<file path="config.mk">
export PLATFORM = sky130hd
export DESIGN_NAME = trng_harvest_ctrl_flat
export DESIGN_NICKNAME = d
export VERILOG_FILES = /design/src/rtl/trng_harvest_ctrl_if.sv /design/src/rtl/trng_harvest_ctrl.sv /design/src/flat_wrapper.sv
export SDC_FILE = /design/constraint.sdc
export NUM_CORES = 1
export LEC_CHECK = 0
export ABC_AREA = 1
export CORE_MARGIN = 2
export CORE_UTILIZATION = 59
export DETAILED_ROUTE_END_ITERATION = 8
export PLACE_DENSITY = 0.85
export SLEW_MARGIN = 40
export SYNTH_ARGS = -nofsm -noshare
export SYNTH_HDL_FRONTEND = slang
export SYNTH_SLANG_ARGS = --single-unit
</file>
<file path="constraint.sdc">
create_clock -name clk -period 6.35 [get_ports clk]
set_input_delay 1.5875 -clock clk [delete_from_list [all_inputs] [get_ports clk]]
set_output_delay 1.5875 -clock clk [all_outputs]
set_load 0.1 [all_outputs]
</file>
<file path="src/rtl/trng_harvest_ctrl_if.sv">
// trng_harvest_ctrl_if: control and data handshake between the harvest sequencer and the dual_trng core
// master (sequencer): drives trng_rst/trng_calib/trng_en/trng_read, receives trng_ready/trng_random
// slave (core side): the mirror image
interface trng_harvest_ctrl_if;
  logic        trng_rst;
  logic        trng_calib;
  logic        trng_en;
  logic        trng_read;
  logic        trng_ready;
  logic [31:0] trng_random;
  modport master (output trng_rst, trng_calib, trng_en, trng_read, input trng_ready, trng_random);
  modport slave (input trng_rst, trng_calib, trng_en, trng_read, output trng_ready, trng_random);
endinterface

</file>
<file path="src/rtl/trng_harvest_ctrl.sv">
// trng_harvest_ctrl: sequences dual_trng through reset/calibration/run and buffers returned words in a FIFO
// Ports: clk, rst_n (async active-low); start/stop/clr_err control pulses; calib_cycles, threshold config;
//   pop/rnd_data/rnd_valid/level FIFO read side; busy/state/irq/err_timeout/err_health status;
//   trng (master modport) towards the entropy core.
// Optional feature: define TRNG_HEALTH_EN to add a repetition-count health test driving err_health.
module trng_harvest_ctrl #(
  parameter int DEPTH   = 4,
  parameter int TIMEOUT = 1024
) (
  input  logic                       clk,
  input  logic                       rst_n,
  input  logic                       start,
  input  logic                       stop,
  input  logic                       clr_err,
  input  logic [31:0]                calib_cycles,
  input  logic [3:0]                 threshold,
  input  logic                       pop,
  output logic [31:0]                rnd_data,
  output logic                       rnd_valid,
  output logic [3:0]                 level,
  output logic                       busy,
  output logic [2:0]                 state,
  output logic                       irq,
  output logic                       err_timeout,
  output logic                       err_health,
  trng_harvest_ctrl_if.master        trng
);
  localparam int AW = $clog2(DEPTH);
  localparam int TW = $clog2(TIMEOUT + 1);
  typedef enum logic [2:0] {
    S_IDLE  = 3'd0,
    S_RST   = 3'd1,
    S_CALIB = 3'd2,
    S_RUN   = 3'd3,
    S_WAIT  = 3'd4
  } state_t;
  state_t cur, nxt;
  logic [31:0]   cal_cnt;
  logic          rst_cnt;
  logic [TW-1:0] to_cnt;
  logic [31:0]   mem [DEPTH];
  logic [AW-1:0] wr_ptr, rd_ptr;
  logic          capture, push, do_pop, timeout, health_fail;
  // A word returned in the same cycle as stop is discarded
  assign capture = cur == S_WAIT && trng.trng_ready && !stop;
  assign timeout = cur == S_WAIT && !trng.trng_ready && !stop && to_cnt == TW'(TIMEOUT - 1);
  assign push    = capture && !health_fail;
  assign do_pop  = pop && level != 4'd0;
`ifdef TRNG_HEALTH_EN
  logic [31:0] prev_word;
  logic [1:0]  rep_cnt;
  logic        same;
  // rep_cnt is the length of the current run of identical words; 0 means no word seen since RST
  assign same        = rep_cnt != 2'd0 && trng.trng_random == prev_word;
  assign health_fail = capture && same && rep_cnt == 2'd2;
  always_ff @(posedge clk or negedge rst_n)
    if (!rst_n) begin
      prev_word  <= '0;
      rep_cnt    <= '0;
      err_health <= 1'b0;
    end else begin
      if (cur == S_IDLE && nxt == S_RST) begin
        prev_word <= '0;
        rep_cnt   <= '0;
      end else if (capture) begin
        prev_word <= trng.trng_random;
        rep_cnt   <= same ? rep_cnt + 2'd1 : 2'd1;
      end
      err_health <= health_fail | (err_health & ~clr_err);
    end
`else
  assign health_fail = 1'b0;
  assign err_health  = 1'b0;
`endif
  always_ff @(posedge clk or negedge rst_n)
    if (!rst_n) cur <= S_IDLE;
    else cur <= nxt;
  always_comb begin
    nxt = cur;
    if (stop) nxt = S_IDLE;
    else
      case (cur)
        S_IDLE:  nxt = start ? S_RST : S_IDLE;
        S_RST:   nxt = !rst_cnt ? S_RST : cal_cnt == 32'd0 ? S_RUN : S_CALIB;
        S_CALIB: nxt = cal_cnt == 32'd1 ? S_RUN : S_CALIB;
        S_RUN:   nxt = level < 4'(DEPTH) ? S_WAIT : S_RUN;
        S_WAIT:  nxt = health_fail || timeout ? S_IDLE : trng.trng_ready ? S_RUN : S_WAIT;
        default: nxt = S_IDLE;
      endcase
  end
  always_comb begin
    trng.trng_rst   = cur == S_RST;
    trng.trng_calib = cur == S_CALIB;
    trng.trng_en    = cur == S_CALIB || cur == S_RUN || cur == S_WAIT;
    trng.trng_read  = cur == S_WAIT;
    busy            = cur != S_IDLE;
    state           = cur;
  end
  always_ff @(posedge clk or negedge rst_n)
    if (!rst_n) begin
      cal_cnt     <= '0;
      rst_cnt     <= 1'b0;
      to_cnt      <= '0;
      err_timeout <= 1'b0;
      irq         <= 1'b0;
    end else begin
      cal_cnt     <= cur == S_IDLE && start ? calib_cycles : cur == S_CALIB ? cal_cnt - 32'd1 : cal_cnt;
      rst_cnt     <= cur == S_RST ? ~rst_cnt : 1'b0;
      to_cnt      <= cur == S_WAIT ? to_cnt + TW'(1) : '0;
      err_timeout <= timeout | (err_timeout & ~clr_err);
      irq         <= threshold != 4'd0 && level >= threshold;
    end
  always_ff @(posedge clk)
    if (push) mem[wr_ptr] <= trng.trng_random;
  // Pointers wrap naturally because DEPTH is a power of two
  always_ff @(posedge clk or negedge rst_n)
    if (!rst_n) begin
      wr_ptr <= '0;
      rd_ptr <= '0;
      level  <= '0;
    end else begin
      wr_ptr <= wr_ptr + AW'(push);
      rd_ptr <= rd_ptr + AW'(do_pop);
      level  <= level + 4'(push) - 4'(do_pop);
    end
  assign rnd_valid = level != 4'd0;
  assign rnd_data  = rnd_valid ? mem[rd_ptr] : '0;
endmodule

</file>
<file path="src/flat_wrapper.sv">
// flat-port wrapper written by rule: the top's interface ports become plain ports
module trng_harvest_ctrl_flat 
#(
  parameter int DEPTH   = 4,
  parameter int TIMEOUT = 1024
)
  (clk, rst_n, start, stop, clr_err, calib_cycles, threshold, pop, rnd_data, rnd_valid, level, busy, state, irq, err_timeout, err_health, trng_trng_rst, trng_trng_calib, trng_trng_en, trng_trng_read, trng_trng_ready, trng_trng_random);
  trng_harvest_ctrl_if trng_i ();
  input  logic clk;
  input  logic rst_n;
  input  logic start;
  input  logic stop;
  input  logic clr_err;
  input  logic [31:0] calib_cycles;
  input  logic [3:0] threshold;
  input  logic pop;
  output logic [31:0] rnd_data;
  output logic rnd_valid;
  output logic [3:0] level;
  output logic busy;
  output logic [2:0] state;
  output logic irq;
  output logic err_timeout;
  output logic err_health;
  output wire logic [$bits(trng_i.trng_rst)-1:0] trng_trng_rst;
  output wire logic [$bits(trng_i.trng_calib)-1:0] trng_trng_calib;
  output wire logic [$bits(trng_i.trng_en)-1:0] trng_trng_en;
  output wire logic [$bits(trng_i.trng_read)-1:0] trng_trng_read;
  input wire logic [$bits(trng_i.trng_ready)-1:0] trng_trng_ready;
  input wire logic [$bits(trng_i.trng_random)-1:0] trng_trng_random;
  assign trng_trng_rst = trng_i.trng_rst;
  assign trng_trng_calib = trng_i.trng_calib;
  assign trng_trng_en = trng_i.trng_en;
  assign trng_trng_read = trng_i.trng_read;
  assign trng_i.trng_ready = trng_trng_ready;
  assign trng_i.trng_random = trng_trng_random;
  trng_harvest_ctrl #(.DEPTH(DEPTH), .TIMEOUT(TIMEOUT)) u_core (.clk(clk), .rst_n(rst_n), .start(start), .stop(stop), .clr_err(clr_err), .calib_cycles(calib_cycles), .threshold(threshold), .pop(pop), .rnd_data(rnd_data), .rnd_valid(rnd_valid), .level(level), .busy(busy), .state(state), .irq(irq), .err_timeout(err_timeout), .err_health(err_health), .trng(trng_i));
endmodule
</file>
# Yosys cells after proc, flatten, opt, wreduce, memory -nomap -nowiden
# Memory sizes are Yosys's and may differ from the RTL's.
# Cells that the tools add are included.
# W data, S select, Z words.
dict set report word_totals {
  memories 1
  inputBits 75
  ram_bits 128
  wordCells 62
  out_inout_bits 48
  regBits 57
}
# memory depth width read_ports rd_clocked_by_memory_dff wr line
set mem_list {}
lappend mem_list {u_core.mem 4 32 1 0 1 trng_harvest_ctrl.sv:41} ;# logic [31:0] mem [DEPTH];
dict set report op_classes {
  n_addsub 6
  magnitude_cmp 2
  mux 16
  n_eq_ne 6
  n_reduce_logical 18
  bitwise 4
}
# operator n
set ops {}
lappend ops {{$mux W32} 3}
lappend ops {{$eq A32 B1 Y1 const B} 1}
lappend ops {{$logic_not A32 Y1} 1}
lappend ops {{$sub A32 B1 Y32 const B} 1}
lappend ops {{$mux W3} 5}
lappend ops {{$pmux W3 S5} 1}
lappend ops {{$add A11 B1 Y11 const B} 1}
lappend ops {{$eq A11 B10 Y1 const B} 1}
lappend ops {{$mux W11} 1}
lappend ops {{$logic_and A1 B1 Y1} 8}
lappend ops {{$reduce_bool A4 Y1} 2}
lappend ops {{$eq A3 B2 Y1 const B} 2}
lappend ops {{$mux W1} 6}
lappend ops {{$add A2 B1 Y2} 2}
lappend ops {{$add A4 B1 Y4} 1}
lappend ops {{$ge A4 B4 Y1} 1}
lappend ops {{$lt A4 B3 Y1 const B} 1}
lappend ops {{$sub A4 B1 Y4} 1}
lappend ops {{$eq A3 B1 Y1 const B} 1}
lappend ops {{$eq A3 B3 Y1 const B} 1}
lappend ops {{$logic_not A3 Y1} 1}
lappend ops {{$reduce_bool A3 Y1} 1}
lappend ops {{$logic_not A1 Y1} 2}
lappend ops {{$logic_or A1 B1 Y1} 2}
lappend ops {{4 further kinds} 5}

# Depth between registers and ports, before layout
# Gate-level depths: netlist of the first run.
dict set report logic_depth {
  ltp_word 7
  mapped_depth 12
  depth_no_buf 11
}

# Least setup slack after synthesis of the first run
# Ideal clock, no wire load.
dict set report synth_timing {
  path_kind {reg-to-output}
  start {register u_core.level[2]}
  end {output port rnd_data[22]}
  path_stages_with_launch 7
  required_ns 4.762
  path_buffers 1
  arrival_time_ns 4.019
  slack_ns 0.744
  path_cell_list {dfrtp_1 inv_1 ha_1 nand3_1 inv_1 buf_1 a21oi_1}
}
dict set report synth_via {
  elab_chain_cells 2
}
# element line
set synth_lines {}
lappend synth_lines {{start, declared} trng_harvest_ctrl.sv:20} ;# output logic [3:0] level,
lappend synth_lines {{start signal, assigned} trng_harvest_ctrl.sv:124} ;# level <= level + 4'(push) - 4'(do_pop);
lappend synth_lines {{$reduce_bool A4 Y1} trng_harvest_ctrl.sv:126} ;# assign rnd_valid = level != 4'd0;
lappend synth_lines {{via rnd_valid} flat_wrapper.sv:18} ;# output logic rnd_valid;
lappend synth_lines {{$mux W32} trng_harvest_ctrl.sv:127} ;# assign rnd_data = rnd_valid ? mem[rd_ptr] : '0;
lappend synth_lines {{end, declared} flat_wrapper.sv:17} ;# output logic [31:0] rnd_data;
# The timed path passes the listed nets, and every way through them passes these cells.

# Worst setup path after layout of the first run
dict set report layout_timing {
  start {register u_core.rd_ptr[0]}
  end {output port rnd_data[12]}
}
dict set report layout_via {
  elab_chain_cells 2
}
# element line
set layout_lines {}
lappend layout_lines {{start, declared} trng_harvest_ctrl.sv:42} ;# logic [AW-1:0] wr_ptr, rd_ptr;
lappend layout_lines {{start signal, assigned} trng_harvest_ctrl.sv:123} ;# rd_ptr <= rd_ptr + AW'(do_pop);
lappend layout_lines {{$mem_v2 Z4 W32} n/a}
lappend layout_lines {{$mux W32} trng_harvest_ctrl.sv:127}
# No other way between the ends.

==> out/summary.txt, run 1 <==
Outcome - finished, final reports clean
Cell taking the most area after synthesis - edfxtp_1
Sequential power share - 28.5%
Synth Area in XOR/XNOR - 1.09%
Synthesized area per cell - 9.75 um2
Drt pass-1 iters - 5
ANT cells - 0
Comb pwr share - 50.6%
Period utilisation layout - 64.2%
Largest net degree at the start of global routing - 66
Die footprint - 0.0159 mm2
Max cap viols - 0
Vias post-DR - 6,844
RSZ-0062 raised after global routing - false
CTS Hold Bufs - 0
CTS buffer count - 17
Hold slack - 0.449 ns
Sequential fraction of the synthesis area - 59.7%
Slew HR - 51.4%
Clock buffer depth - 2
Via-to-Cell Ratio - 5.64
# rows - 44
Layout area overhead - 18.8%
Mapped Area - 0.00882 mm2
TritonCTS clock tree - yes
Max Freq - 0.245 GHz
Mapped Nets - 997
Nature of the critical path startpoint - register
Complex-gate fraction of the synthesized area - 9.89%
Commonest non-fill, non-tap cell in the layout - nor2_1
Syn. warnings - 0
Initial Util - 60.5%
GR Overflow Total - 0
Most frequent cells in the layout - nor2_1, edfxtp_1, nand2_1, o21ai_0, clkdlybuf4s50_1
Post-CTS sizing - 0
Fill count - 1,052
Initial DRC Count - 798
Final Max Slew Viols - 0
# Post-CTS Setup Buffers - 0
Pleak - 4.19 nW
Adder-cell share of the synthesized area - 2.50%
Crit path arrival time - 2.49 ns
ANT nets after route - 0
# nets final - 1,108
PortBufs - 121
Later-pin clock latency in the skew report - 0.43 ns
I/O pins - 123
Multiplexer share of the synthesized area - 0%
Worst vdd ir - 0.000402 V
Setup TNS - 0 ns
Power density cells - 492 mW/mm2
Internal power - 2.49 mW
Gate Count Post-Synth - 905
Final setup violation count - 0
DP Worst Slack - 2.51 ns
Core area - 0.0146 mm2
Max FO, Critical Path - 65
Yosys cell types - 43
Synth Flop Type - edfxtp_1
Data required time of the worst path - 4.76 ns
CTS Sinks - 185
First-pass GRT wire length - 32.1 mm
Vias in the first global route - 6,515
Simple logic cell fraction of the synthesized area - 20.8%
Post-synth top area share - 43.6%
All-layer global routing usage - 25.8%
Clock slew at reported path FFs - 0.07 ns
Hold crit path type - reg2reg
Minimum clock period - 4.08 ns
Antenna violations before repair - 0
Final wirelength - 20.0 mm
Post-route cell area - 0.0105 mm2
CP Class - reg2out
Yosys reg bits - 185
Fraction of layout cells with a size suffix above 1 - 12.9%
Synth area leaders - edfxtp_1, dfrtp_1, nor2_1
Post-route DRC violation count - 0
Sw frac - 51.6%
DIE HEIGHT - 126 um
Post-synth ARST share - 30.8%
Psw - 2.66 mW
Routed WL per cell - 16.5 um
Post-synth EDFFs - 128
Placed cell areas - 0.00988 mm2
Routability Congestion - 0.891
CTS root buf - clkbuf_16
Setup ws final - 2.27 ns
Hpwl dp - 12.8 mm
Main combinational cell family by area after synthesis - simple AND/OR/NAND/NOR gates
Die X - 126 um
Crit. End Element - primary output
Clk_skew - 0.00782 ns
Slew @ Worst Pin - 0.729 ns
H-tree depth - 4
Hold Vio Cnt, Final - 0
Clock share of power - 20.8%
[layer usage]
layer	part of all wire (%)	routed length [um]	global-route usage (%)	up-vias
met4	3.4	681	12.7	0
met3	7.2	1440	4.84	54
met5	0	0	0	-
met2	49	9870	43.4	297
li1	-	-	-	3267
met1	40	8000	32.4	3226
[cells by family after synthesis]
family,after synthesis
adders and majority gates,17
DFF,185
buffers and inverters,115
xor gates and xnor gates,11
other,1
and+or+nand+nor,414
AOI/OAI and AO/OA,162
[final timing paths]
kind	start	endpoint	slack, ns	cells past startpoint
max	u_core.rd_ptr[0]$_DFF_PN0_	rnd_data[12]	2.27	6
min reg2reg	u_core.rst_cnt$_DFF_PN0_	u_core.rst_cnt$_DFF_PN0_	0.45	1
max reg2reg	u_core.state[1]$_DFF_PN0_	u_core.mem[1][18]$_DFFE_PP_	3.77	6
min in group asynchronous	rst_n	u_core.cal_cnt[0]$_DFFE_PN0P_	1.30	2
min	u_core.rst_cnt$_DFF_PN0_	u_core.rst_cnt$_DFF_PN0_	0.45	1
max in group asynchronous	rst_n	u_core.rd_ptr[0]$_DFF_PN0_	4.53	2
[synthesized netlist by cell type (2+ instances only)]
| cell | count |
|---|---|
| nor2_4 | 5 |
| nor2_1 | 199 |
| buf_4 | 2 |
| a21oi_1 | 44 |
| o211ai_1 | 10 |
| dfrtp_1 | 57 |
| nor3_2 | 3 |
| nor3_1 | 16 |
| o22ai_1 | 8 |
| or2_1 | 2 |
| buf_2 | 13 |
| buf_1 | 2 |
| edfxtp_1 | 128 |
| clkbuf_1 | 13 |
| xnor2_1 | 4 |
| o21bai_1 | 4 |
| nand2_4 | 3 |
| xor2_1 | 7 |
| nand3_1 | 37 |
| inv_2 | 3 |
| buf_6 | 7 |
| nand4_1 | 9 |
| a211oi_1 | 2 |
| nor2_2 | 14 |
| inv_1 | 72 |
| nand2_2 | 7 |
| o21ai_1 | 13 |
| o21ai_0 | 78 |
| ha_1 | 16 |
| nor2_8 | 2 |
| nand2_1 | 113 |
[critical path, stage by stage (launching register included)]
cell     delay, ns
dfrtp_2       0.36
buf_4         0.56
nor2_1        0.14
nor2_1        0.16
o21ai_0       0.16
a21oi_1       0.19
buf_2         0.45
[layout make-up]
cell class	instances	area (um2)	share of cell area (%)
clock buffers	18	429	4.09
clock inverters	14	170	1.62
inverters	77	292	2.78
multi-input cells	605	3050	29.1
flip-flops and latches	185	5270	50.3
well taps	184	230	2.20
repair buffers	130	1040	9.91
[through the flow]
step / util, % / cells / total power, mW
floorplan: - / 905 / 3.64
global placement: 69.3 / 1181 / 4.22
detailed placement: 67.7 / 1181 / 4.09
CTS: 71.8 / 1213 / 5.17
global route: 71.8 / 1213 / 5.39
finish: 71.8 / 1213 / 5.16
[power by group through the flow]
stage	clock, mW	sequential (mW)	combinational, mW
finish	1.07	1.47	2.61
global route	1.14	1.48	2.77
CTS	1.09	1.47	2.61
detailed placement	0	1.49	2.60
global placement	0	1.49	2.73
floorplan	0	1.60	2.04
[registers in the layout (all words and copies together) (netlist names)]
signal and cells:
u_core.state 3, u_core.rst_cnt 1, u_core.cal_cnt 32, u_core.err_timeout 1, u_core.rd_ptr 2, u_core.wr_ptr 2, u_core.level 4, u_core.irq 1
u_core.to_cnt 11, u_core.mem 128
Power figures use the tool's default switching activity.
==> run 2: changes to the inputs <==
- CORE_UTILIZATION: 59 -> 50
- PLACE_DENSITY: 0.85 -> 0.77
- clock period: 6.35 -> 3.53 ns (I/O delays scaled with it)
==> out/summary.txt, run 2 (synthesis gave the netlist of run 1 again) <==
Commonest non-fill, non-tap cell in the layout - nor2_1 (unchanged)
Crit. End Element - primary output (unchanged)
Fill count - 1,315 (was 1,052)
Antenna violations before repair - 1 (was 0)
Layout area overhead - 30.7% (was 18.8%)
Data required time of the worst path - 2.65 ns (was 4.76 ns)
Cell Chain, Critical Path - clkinv_1, buf_4, o21ai_0, a21oi_4, buf_12 (was buf_4, nor2_1, nor2_1, o21ai_0, a21oi_1, buf_2)
R2R depth - 12 (was 6)
Power density cells - 943 mW/mm2 (was 492 mW/mm2)
Die X - 137 um (was 126 um)
Routed WL per cell - 16.0 um (was 16.5 um)
Pwr Total - 10.9 mW (was 5.16 mW)
Max Freq - 0.317 GHz
Slew HR - 57.7% (was 51.4%)
R2r setup slk - 0.90 ns (was 3.77 ns)
Post-route cell area - 0.0115 mm2 (was 0.0105 mm2)
Grt peak-use layer - met2 (unchanged)
Core area - 0.0173 mm2 (was 0.0146 mm2)
CP Class - reg2out (unchanged)
GR Layer Usage met3 - 5.30% (was 4.84%)
Met2 Usage GRT - 37.3% (was 43.4%)
Routability Congestion - 0.901 (was 0.891)
Final wirelength - 20.2 mm (was 20.0 mm)
Met1 Track Usage GR - 29.5% (was 32.4%)
R2R Path Start - u_core.level[2]$_DFF_PN0_ (was u_core.state[1]$_DFF_PN0_)
Clk_skew - 0.00879 ns (was 0.00782 ns)
First-pass GRT wire length - 32.8 mm (was 32.1 mm)
Max cap viols - 0 (unchanged)
Final Max Slew Viols - 0 (unchanged)
Vias post-DR - 6,752 (was 6,844)
Setup TNS - 0 ns (unchanged)
Period utilisation layout - 89.3%
Clock buffer depth - 2 (unchanged)
Hpwl dp - 13.4 mm (was 12.8 mm)
Util after Layout - 66.7% (was 71.8%)
# rows - 48 (was 44)
Initial Util - 51.0% (was 60.5%)
Outcome - finished, final reports clean (unchanged)
DIE HEIGHT - 137 um (was 126 um)
# Post-CTS Setup Buffers - 0 (unchanged)
Die footprint - 0.0187 mm2 (was 0.0159 mm2)
Top flop regs - u_core.mem (128), u_core.cal_cnt (32), u_core.to_cnt (11) (unchanged)
Pleak - 4.46 nW (was 4.19 nW)
RSZ-0062 raised after global routing - false (unchanged)
CTS buffer count - 17 (unchanged)
Minimum clock period - 3.15 ns
GR Overflow Total - 0 (unchanged)
Initial DRC Count - 557 (was 798)
Post-placement cell count - 1,228 (was 1,181)
CTS root buf - clkbuf_16 (unchanged)
# nets final - 1,114 (was 1,108)
Hold crit path type - reg2reg (unchanged)
Top reg by flops - u_core.mem (unchanged)
Clock slew at reported path FFs - 0.07 ns (about the same)
Via-to-Cell Ratio - 5.36 (was 5.64)
Flip-flop count of the largest register after layout - 128 (unchanged)
CP max stage delay - 0.69 ns (was 0.56 ns)
Worst vdd ir - 0.000994 V (was 0.000402 V)
Hold Crit Start - u_core.rst_cnt$_DFF_PN0_ (unchanged)
CTS Hold Bufs - 0 (unchanged)
FF-to-FF End - u_core.level[2]$_DFF_PN0_ (was u_core.mem[1][18]$_DFFE_PP_)
Most frequent cells in the layout - nor2_1, edfxtp_1, nand2_1, o21ai_0, clkdlybuf4s50_1 (unchanged)
Slowest CP cell - dfrtp_2 (was buf_4)
H-tree depth - 4 (unchanged)
Fraction of layout cells with a size suffix above 1 - 16.9% (was 12.9%)
Final setup violation count - 0 (unchanged)
Vias in the first global route - 6,604 (was 6,515)
Placed cell areas - 0.0109 mm2 (was 0.00988 mm2)
CTS Sinks - 185 (unchanged)
Post-route DRC violation count - 0 (unchanged)
Post-CTS sizing - 0 (unchanged)
Hold Vio Cnt, Final - 0 (unchanged)
Post-route insts no fill - 1,260 (was 1,213)
Drt pass-1 iters - 7 (was 5)
Hold endpoint - u_core.rst_cnt$_DFF_PN0_ (unchanged)
I/O pins - 123 (unchanged)
Max FO, Critical Path - 38 (was 65)
ANT nets after route - 0 (unchanged)
Crit path arrival time - 2.27 ns (was 2.49 ns)
Largest net degree at the start of global routing - 47 (was 66)
TritonCTS clock tree - yes (unchanged)
PortBufs - 121 (unchanged)
Nature of the critical path startpoint - register (unchanged)
Hold depth - 1 (unchanged)
Later-pin clock latency in the skew report - 0.43 ns (about the same)
All-layer global routing usage - 22.8% (was 25.8%)
Slew @ Worst Pin - 0.635 ns (was 0.729 ns)
-- run 2: cell count changes in the layout (fill, tap and decap cells not counted), moves of 2 or more --
| cell | before | now |
|---|---|---|
| dfrtp_4 | 0 | 2 |
| a21oi_4 | 0 | 29 |
| dfrtp_1 | 56 | 52 |
| a21oi_2 | 0 | 3 |
| buf_12 | 0 | 38 |
| buf_2 | 48 | 1 |
| a21oi_1 | 44 | 12 |
| buf_4 | 9 | 24 |
| dfrtp_2 | 1 | 3 |
-- run 2: layer usage --
metal,up-vias,wire length [um]
li1,3273,-
met1,3208,8530
met2,241,10100
met3,30,1220
met4,0,395
met5,-,0
-- run 2: worst max-delay path: cells and delay by family (launching register included) --
kind                   cells  cell delay, ns
DFF                        1            0.69
AOI/OAI and AO/OA          2            0.51
buffers and inverters      3            0.62
-- run 2: where the power goes --
group | internal [mW] | leakage [nW] | switching [mW]
Sequential | 2.49 | 1.85 | 0.215
Clock | 1.12 | 0.291 | 0.812
Combinational | 2.07 | 2.32 | 4.17
Total | 5.67 | 4.46 | 5.20
-- run 2: how the worst max path moves through the flow --
stage,startpoint,endpoint,slack (ns),cells after the start
final,u_core.rd_ptr[0]$_DFF_PN0_,rnd_data[8],0.38,5
after global routing,u_core.rd_ptr[0]$_DFF_PN0_,rnd_data[8],0.18,5
after CTS,u_core.rd_ptr[0]$_DFF_PN0_,rnd_data[8],0.37,5
after detailed placement,trng_trng_ready,u_core.mem[1][17]$_DFFE_PP_,0.70,6
after global placement,trng_trng_ready,u_core.mem[1][10]$_DFFE_PP_,0.74,6
after floorplan,u_core.state[1]$_DFF_PN0_,u_core.mem[0][0]$_DFFE_PP_,-0.72,5
-- run 2: per-stage QoR --
| step | setup slack, ns | hold WS (ns) |
|---|---|---|
| 3_5_place_dp | 0.704 | 0.448 |
| 2_1_floorplan | -0.722 | 0.416 |
| 3_3_place_gp | 0.741 | 0.427 |
| 5_1_grt | 0.180 | 0.471 |
| 4_1_cts | 0.368 | 0.458 |
| 6_report | 0.378 | 0.455 |
-- run 2: final cells by class --
cell class                 instances  area [um2]  share of cell area (%)
antenna                            1        2.50                  0.0217
clock buffer                      17         425                    3.69
clock inverter                    14         170                    1.48
inverter                          77         292                    2.53
multi-input combinational        605        3400                    29.5
sequential                       185        5280                    45.8
tap                              225         282                    2.44
timing repair buffer             136        1680                    14.5
==> run 3: changes to the inputs <==
- CORE_UTILIZATION: 50 -> 59
- CTS_BUF_LIST: not set -> sky130_fd_sc_hd__clkbuf_16
- PLACE_DENSITY: 0.77 -> 0.85
- clock period: 3.53 -> 3.8 ns (I/O delays scaled with it)
==> out/summary.txt, run 3 (synthesis gave the netlist of run 1 again) <==
Die X - 126 um (was 137 um)
Top flop regs - u_core.mem (128), u_core.cal_cnt (32), u_core.to_cnt (11) (unchanged)
Drt pass-1 iters - 5 (was 7)
Flip-flop count of the largest register after layout - 128 (unchanged)
PortBufs - 121 (unchanged)
Clk_skew - 0.00850 ns (was 0.00879 ns)
Initial DRC Count - 620 (was 557)
GR Layer Usage met3 - 5.14% (was 5.30%)
Top reg by flops - u_core.mem (unchanged)
Internal power - 5.15 mW (was 5.67 mW)
Most frequent cells in the layout - nor2_1, edfxtp_1, nand2_1, o21ai_0, clkdlybuf4s50_1 (unchanged)
Post-route DRC violation count - 0 (unchanged)
Period utilisation layout - 84.4%
Fraction of layout cells with a size suffix above 1 - 17.0% (was 16.9%)
Clock buffer depth - 2 (unchanged)
H-tree depth - 4 (unchanged)
Hold crit path type - in2async (was reg2reg)
Psw - 4.86 mW (was 5.20 mW)
Met2 Usage GRT - 47.4% (was 37.3%)
Routed WL per cell - 17.5 um (was 16.0 um)
Met1 Track Usage GR - 34.2% (was 29.5%)
Worst path bufs/invs - 4 (was 3)
Clock share of power - 16.9% (was 17.7%)
CTS Sinks - 185 (unchanged)
Layout area overhead - 28.5% (was 30.7%)
Worst vdd ir - 0.000537 V (was 0.000994 V)
Slew @ Worst Pin - 0.774 ns (was 0.635 ns)
Sequential Area - 0.00528 mm2 (about the same)
Die footprint - 0.0159 mm2 (was 0.0187 mm2)
Via-to-Cell Ratio - 5.74 (was 5.36)
# nets final - 1,114 (unchanged)
First-pass GRT wire length - 34.4 mm (was 32.8 mm)
Hpwl dp - 13.9 mm (was 13.4 mm)
Post-route insts no fill - 1,219 (was 1,260)
Crit. End Element - primary output (unchanged)
# Post-CTS Setup Buffers - 0 (unchanged)
Outcome - finished, final reports clean (unchanged)
Initial Util - 60.5% (was 51.0%)
Hold Vio Cnt, Final - 0 (unchanged)
R2r setup slk - 1.33 ns (was 0.90 ns)
CP Class - reg2out (unchanged)
CTS root buf - clkbuf_16 (unchanged)
DIE HEIGHT - 126 um (was 137 um)
Pleak - 4.42 nW (was 4.46 nW)
RSZ-0062 raised after global routing - false (unchanged)
R2R depth - 6 (was 12)
Vias post-DR - 6,991 (was 6,752)
All-layer global routing usage - 27.7% (was 22.8%)
Crit path max-delay family - buffers and inverters (was flip-flops)
CP max stage delay - 0.41 ns (was 0.69 ns)
Multi-input combinational cell area - 0.00339 mm2 (was 0.00340 mm2)
Grt peak-use layer - met2 (unchanged)
Vias in the first global route - 7,055 (was 6,604)
Max cap viols - 0 (unchanged)
Slew HR - 48.4% (was 57.7%)
Nature of the critical path startpoint - register (unchanged)
FF-to-FF End - u_core.mem[1][26]$_DFFE_PP_ (was u_core.level[2]$_DFF_PN0_)
Data required time of the worst path - 2.85 ns (was 2.65 ns)
ANT nets after route - 0 (unchanged)
Max Freq - 0.312 GHz
Largest net degree at the start of global routing - 47 (unchanged)
CTS Hold Bufs - 0 (unchanged)
# rows - 44 (was 48)
ANT cells - 0 (was 1)
Cell mode on critical path - buf_4
Crit path arrival time - 2.26 ns (was 2.27 ns)
Sequential power share - 24.6% (was 24.8%)
Routability Congestion - 0.935 (was 0.901)
CTS buffer count - 17 (unchanged)
Power density cells - 883 mW/mm2 (was 943 mW/mm2)
Post-placement cell count - 1,187 (was 1,228)
Final Max Slew Viols - 0 (unchanged)
Later-pin clock latency in the skew report - 0.43 ns (about the same)
Antenna violations before repair - 0 (was 1)
Post-CTS sizing - 0 (unchanged)
Sw frac - 48.6% (was 47.8%)
TritonCTS clock tree - yes (unchanged)
Core area - 0.0146 mm2 (was 0.0173 mm2)
Minimum clock period - 3.21 ns
Max FO, Critical Path - 36 (was 38)
DP Worst Slack - 0.747 ns (was 0.704 ns)
Clock slew at reported path FFs - 0.06 ns (was 0.07 ns)
GR Overflow Total - 0 (unchanged)
Comb pwr share - 58.5% (was 57.4%)
Commonest non-fill, non-tap cell in the layout - nor2_1 (unchanged)
R2R Path Start - u_core.state[1]$_DFF_PN0_ (was u_core.level[2]$_DFF_PN0_)
Final setup violation count - 0 (unchanged)
Slowest CP cell - o21ai_0 (was dfrtp_2)
Setup ws final - 0.594 ns (was 0.378 ns)
I/O pins - 123 (unchanged)
Cell Chain, Critical Path - buf_4, clkinv_1, buf_4, o21ai_0, a21oi_4, buf_12 (was clkinv_1, buf_4, o21ai_0, a21oi_4, buf_12)
Fill count - 881 (was 1,315)
Final wirelength - 21.4 mm (was 20.2 mm)
-- run 3: cell types whose count changed in the layout (fill, tap and decap cells not counted), moves of 2 or more --
cell	change
dfrtp_4	-2
clkinv_2	+4
buf_12	-6
inv_6	-2
buf_4	-2
dfrtp_2	+2
buf_2	+8
-- run 3: worst max path at each step --
| stage | startpoint | endpoint | cells after the start |
|---|---|---|---|
| after floorplan | u_core.state[1]$_DFF_PN0_ | u_core.mem[0][0]$_DFFE_PP_ | 5 |
| after global placement | trng_trng_ready | u_core.mem[1][5]$_DFFE_PP_ | 6 |
| after detailed placement | trng_trng_ready | u_core.mem[1][6]$_DFFE_PP_ | 6 |
| after CTS | u_core.rd_ptr[0]$_DFF_PN0_ | rnd_data[6] | 6 |
| after global routing | u_core.rd_ptr[1]$_DFF_PN0_ | rnd_data[13] | 6 |
| final | u_core.rd_ptr[0]$_DFF_PN0_ | rnd_data[10] | 6 |
-- run 3: area by class of cell --
cell class / instances / area share [%]
inverter: 77 / 2.57
clock buffer: 17 / 3.75
timing repair buffer: 136 / 14.0
tap: 184 / 2.03
multi-input combinational: 605 / 29.9
sequential: 185 / 46.6
clock inverter: 15 / 1.19
-- run 3: stage by stage --
stage               hold WS, ns  area (um2)  setup TNS [ns]  utilization [%]  total power [mW]
CTS                       0.441       11300               0             77.7              10.0
floorplan                 0.416        9170          -58.24                -              6.52
finish                    0.455       11300               0             77.7              10.0
global route              0.450       11300               0             77.7              10.4
detailed placement        0.431       10800               0             73.8              8.33
global placement          0.426       10800               0             74.1              8.25
-- run 3: layer usage --
metal / routed length [um] / up-vias / part of all wire (%)
met2: 10800 / 343 / 51
met4: 679 / 0 / 3.2
met5: 0 / - / 0
met1: 8350 / 3309 / 39
met3: 1520 / 57 / 7.1
li1: - / 3282 / -
-- run 3: power by group through the flow --
stage	Clock, mW	Combinational [mW]	Sequential (mW)
after floorplan	0	3.84	2.68
after global placement	0	5.75	2.49
after detailed placement	0	5.83	2.50
after CTS	1.70	5.87	2.46
after global routing	1.79	6.12	2.48
final	1.69	5.85	2.46
